**config.mk**
```make
export PLATFORM = sky130hd
export DESIGN_NAME = multi_chan_seq_gen
export DESIGN_NICKNAME = d
export VERILOG_FILES = /design/src/rtl/multi_chan_seq_gen.sv
export SDC_FILE = /design/constraint.sdc
export NUM_CORES = 1
export LEC_CHECK = 0
export ABC_AREA = 1
export ABC_CLOCK_PERIOD_IN_PS = 4610
export CELL_PAD_IN_SITES_DETAIL_PLACEMENT = 1
export CELL_PAD_IN_SITES_GLOBAL_PLACEMENT = 1
export CORE_MARGIN = 3
export CORE_UTILIZATION = 42
export CTS_BUF_LIST = sky130_fd_sc_hd__clkbuf_4 sky130_fd_sc_hd__clkbuf_8
export DETAILED_ROUTE_END_ITERATION = 10
export PLACE_DENSITY_LB_ADDON = 0.2
export SLEW_MARGIN = 5
export SYNTH_ARGS = -nofsm -noshare
export SYNTH_HDL_FRONTEND = slang
export SYNTH_SLANG_ARGS = --single-unit
```
**constraint.sdc**
```tcl
create_clock -name clk -period 4.61 [get_ports clk]
set_input_delay 0.922 -clock clk [delete_from_list [all_inputs] [get_ports clk]]
set_output_delay 0.922 -clock clk [all_outputs]
set_load 0.03 [all_outputs]
```
**src/rtl/multi_chan_seq_gen.sv**
```systemverilog
// ---------------------------------------------------------------------------
// multi_chan_seq_gen : CH independent a/b/c sequencers with programmable busy
// length, sticky protocol-error flags and an aggregate busy count.
// Rev 1.0
// ---------------------------------------------------------------------------
`default_nettype none

module multi_chan_seq_gen #(
  parameter int CH        = 4,
  parameter int LEN_W     = 4,
  parameter bit DONE_HOLD = 1'b0
) (
  input  logic                     clk,
  input  logic                     rst_n,
  input  logic [CH-1:0]            a,
  input  logic [CH*LEN_W-1:0]      len,
  input  logic [CH-1:0]            ack,
  input  logic                     err_clr,
  output logic [CH-1:0]            b,
  output logic [CH-1:0]            c,
  output logic [CH-1:0]            err,
  output logic [$clog2(CH+1)-1:0]  busy_cnt
);

  localparam int CNT_W = $clog2(CH+1);

  typedef enum logic [1:0] {
    S_IDLE = 2'd0,
    S_BUSY = 2'd1,
    S_DONE = 2'd2
  } state_t;

  state_t           state_q [CH];
  state_t           state_d [CH];
  logic [LEN_W-1:0] cnt_q   [CH];
  logic [LEN_W-1:0] cnt_d   [CH];
  logic [CH-1:0]    b_q, b_d;
  logic [CH-1:0]    c_q, c_d;
  logic [CH-1:0]    err_q, err_d;
  logic [CNT_W-1:0] busy_cnt_q, busy_cnt_d;

  always_comb begin
    busy_cnt_d = '0;
    b_d        = '0;
    c_d        = '0;
    err_d      = '0;
    for (int i = 0; i < CH; i++) begin
      state_d[i] = state_q[i];
      cnt_d[i]   = cnt_q[i];
      // A new violation in the same cycle as err_clr wins over the clear.
      err_d[i]   = err_q[i] & ~err_clr;
      case (state_q[i])
        S_IDLE: begin
          if (a[i]) begin
            if (len[i*LEN_W +: LEN_W] != '0) begin
              state_d[i] = S_BUSY;
              cnt_d[i]   = len[i*LEN_W +: LEN_W];
            end else begin
              state_d[i] = S_DONE;
            end
          end
        end
        S_BUSY: begin
          if (a[i]) err_d[i] = 1'b1;
          cnt_d[i] = cnt_q[i] - LEN_W'(1);
          if (cnt_q[i] == LEN_W'(1)) state_d[i] = S_DONE;
        end
        S_DONE: begin
          if (a[i]) err_d[i] = 1'b1;
          if (!DONE_HOLD || ack[i]) state_d[i] = S_IDLE;
        end
        default: state_d[i] = S_IDLE;
      endcase
      b_d[i]     = (state_d[i] == S_BUSY);
      c_d[i]     = (state_d[i] == S_DONE);
      busy_cnt_d = busy_cnt_d + CNT_W'(b_d[i]);
    end
  end

  always_ff @(posedge clk or negedge rst_n) begin
    if (!rst_n) begin
      for (int i = 0; i < CH; i++) begin
        state_q[i] <= S_IDLE;
        cnt_q[i]   <= '0;
      end
      b_q        <= '0;
      c_q        <= '0;
      err_q      <= '0;
      busy_cnt_q <= '0;
    end else begin
      for (int i = 0; i < CH; i++) begin
        state_q[i] <= state_d[i];
        cnt_q[i]   <= cnt_d[i];
      end
      b_q        <= b_d;
      c_q        <= c_d;
      err_q      <= err_d;
      busy_cnt_q <= busy_cnt_d;
    end
  end

  assign b        = b_q;
  assign c        = c_q;
  assign err      = err_q;
  assign busy_cnt = busy_cnt_q;

endmodule

`default_nettype wire

```
==> out/results.md <==
| Result | This run |
|:---|:---|
| Residual DRC count | 0 |
| Core footprint | 5200 um^2 |
| Run status | finished, final reports clean |
| Final cycle utilization of the critical path | 61.0% |
| Switching part of the total power | 47.0% |
| Combined global-route utilization of all metal layers | 18.8% |
| Count of distinct cell types in the synthesized netlist | 16 |
| Per-instance average area after synthesis | 7.46 um^2 |
| H-tree depth | 2 |
| Switching Power | 0.00102 W |
| Cell accounting for the most synthesized area | dfrtp_1 |
| # resized after CTS | 0 |
| Routability Congestion | 0.809 |
| Fraction of the yosys area taken by sequential cells | 42.2% |
| Routed wire per std cell | 12.5 um |
| Syn. warnings | 0 |
| Minimum setup slack in the final design | 1800 ps |
| Cells taking the most area after synthesis | dfrtp_1, nand2_1, ha_1, inv_1, nand3_1 |
| Synthesized netlist net count | 356 |
| Hold bufs inserted after CTS | 0 |
| Initial cell density of the core | 44.4% |
| Antenna Nets Post-Route | 0 |
| LEAKAGE | 1.53 nW |
| Sinks on Clock Net | 39 |
| Sort of element at the start of the critical path | input pin |
| Max incr delay on CP | 480 ps |
| Clock period minus worst slack | 2810 ps |
| Pin count of the biggest net entering global routing | 40 |
| Maximum root-to-sink buffer count | 2 |
| Drt first-iter violations | 50 |
| Flops & latches, synth | 39 |
| Fraction of final layout cells with drive strength greater than 1 | 13.6% |
| Filler Cell Count | 668 |
| Sequence of cells on the critical path | clkdlybuf4s50_1 -> nor2_1 -> nand2_1 -> nand2_2 -> nand3_1 -> nand2_2 -> nor2_1 -> fa_1 -> ha_1 -> ha_1 |
| Hold violation total from the final report | 0 |
| Port-buffer cells | 37 |
| Clock latency on the worst-skew pair | 290 ps |
| DR vias/cell | 4.84 |
| Drt pass-1 iters | 4 |
| Number of buffers inserted to repair setup after CTS | 0 |
| Height of the die | 80.2 um |
| Detailed Place HPWL | 4.27 mm |
| Final worst clock skew | 7.47 ps |
| Final routed wirelength across all metal layers | 5.29 mm |
| Most used flip-flop cell after synthesis | dfrtp_1 |
| Crit Path Class | in -> reg |
| Cell area after synthesis | 2310 um^2 |
| Post-place setup slack | 1470 ps |
| Family with the most delay on the worst path | adder cells |
| Count of buffer and inverter cells on the critical path | 1 |
| Hold WC Path Type | reg -> reg |
| Clock transition time at the flip-flop clock pins of the worst setup and hold paths | 80 ps |
| Max cap viols | 0 |
| Tot Pwr | 0.00216 W |
| Total grt overflow | 0 |
| Async SR Flop Fraction | 100% |
| Library cell with the highest instance count after synthesis | nand2_1 |
| Total setup violations reported at the end of the flow | 0 |
| Required arrival time at the worst endpoint | 4780 ps |
| Overall die area | 6430 um^2 |
| Chip Width | 80.2 um |
| Part of the total power dissipated in combinational logic | 57.6% |
| N_diodes | 0 |
| Category of the worst setup path capture point | register |
| Antenna violations before repair | 0 |
| Slew HR | 42.3% |
| Via count of the first global-routing pass | 2188 |
| Clock root buffer master | clkbuf_8 |
| Worst IR Drop VDD | 0.331 mV |
| Setup repair after global routing missed its margin | false |
| Final slew viol count | 0 |
| Post-synth EDFFs | 0 |
| IO Pins | 42 |
| Total negative setup slack | 0 ps |
| Sequential group share of total power | 29.3% |
| Endpoint arrival time on the critical path | 2990 ps |
| Wire length of the first global-routing pass | 9.52 mm |
| Slowest cell on the critical path | clkdlybuf4s50_1 |
| Top cell types by occurrence after synthesis | nand2_1, dfrtp_1, inv_1, nand3_1, nor2_1 |
| Clock tree from TritonCTS | built |
| Cell Pwr Density | 752 nW/um^2 |
| Number of vias in the routed layout | 2051 |
| # nets final | 400 |
| Slew at the pin with the worst max-slew slack | 865 ps |
| Maximum fanout encountered on the critical timing path | 4 |
| Number of CTS-inserted buffers | 5 |
| Gate Count Post-Synth | 310 |
| Internal Power | 0.00114 W |
| Layout overhead on the synthesized area | 24.2% |
| Std cell rows | 26 |
| Maximum operating frequency | 355 MHz |
| Relative contribution of the clock network to total power | 13.1% |
| Share of Yosys cell area claimed by the top area cell type | 42.2% |
==> path summary, 6_finish.rpt <==
path	start	endpoint	slack, ps	cells past startpoint
min reg2reg	cnt_q[1]$_DFFE_PN0P_	cnt_q[1]$_DFFE_PN0P_	510	2
max reg2reg	state_q[1]$_DFF_PN0_	busy_cnt[1]$_DFF_PN0_	2190	9
min in group asynchronous	rst_n	cnt_q[10]$_DFFE_PN0P_	740	1
max	len[6]	busy_cnt[1]$_DFF_PN0_	1800	10
max in group asynchronous	rst_n	cnt_q[5]$_DFFE_PN0P_	3320	1
min	cnt_q[1]$_DFFE_PN0P_	cnt_q[1]$_DFFE_PN0P_	510	2
==> cells in the final DEF (no fill, tap or decap) <==
cell / n
nand2_1: 124
dfrtp_1: 39
clkdlybuf4s50_1: 36
inv_1: 32
nor2_1: 20
nand3_1: 20
ha_1: 18
nand2_2: 12
inv_2: 8
nor2_2: 8
o21ai_1: 8
clkbuf_8: 5
a21oi_1: 4
o21ai_0: 4
o21ai_2: 4
a21oi_2: 4
or2_2: 4
fa_1: 1
clkbuf_4: 1
bufinv_16: 1
buf_2: 1
==> state kept, by name (all words and copies together), names as in the netlist <==
name,cells
busy_cnt,3
b,4
err,4
c,4
cnt_q,16
state_q,8
==> through the flow <==
stage	area, um^2	hold slack [ps]	instances	util [%]
3_5_place_dp	2770	501	417	53.1
5_1_grt	2870	558	424	55.2
2_1_floorplan	2310	464	310	-
4_1_cts	2870	521	424	55.2
6_report	2870	515	424	55.2
3_3_place_gp	2770	486	417	53.1
==> worst reg2reg max path: stages (launching register included) <==
cell     delay (ps)
dfrtp_1         360
inv_1           110
ha_1            360
nand3_1         180
inv_1            80
a21oi_1          40
nor2_1          210
fa_1            470
ha_1            200
ha_1            280
==> power by group through the flow <==
stage / registers, W / clock network, W / logic [W]
6_report: 0.000634 / 0.000282 / 0.00124
5_1_grt: 0.000659 / 0.000308 / 0.00144
4_1_cts: 0.000636 / 0.000291 / 0.00128
3_5_place_dp: 0.000639 / 0 / 0.00126
3_3_place_gp: 0.000633 / 0 / 0.00119
2_1_floorplan: 0.000724 / 0 / 0.000788
==> per-layer routing <==
metal / wire length, um / up-vias / track usage, %
met5: 0 / - / 0
met4: 65 / 0 / 4.56
met3: 201 / 7 / 4.93
met2: 2600 / 30 / 33.7
met1: 2420 / 970 / 22.3
li1: - / 1044 / -
==> cells by family (layout without fill, tap and decap cells) <==
group / Yosys count / after routing / share of synthesized area, %
flops: 39 / 39 / 42.2
fa+ha+maj: 19 / 19 / 10.6
simple gates: 188 / 188 / 34.2
compound gates: 24 / 24 / 6.49
buf+inv: 40 / 84 / 6.49
==> cell type report <==
type	count	area (um^2)	share of cell area, %
Timing Repair Buffer	37	365	12.7
Clock buffer	6	76.3	2.66
Multi-Input combinational cell	231	1190	41.3
Sequential cell	39	976	34.0
Tap cell	70	87.6	3.05
Inverter	40	150	5.23
Clock inverter	1	30.0	1.05
(Power assumes the default switching activity.)
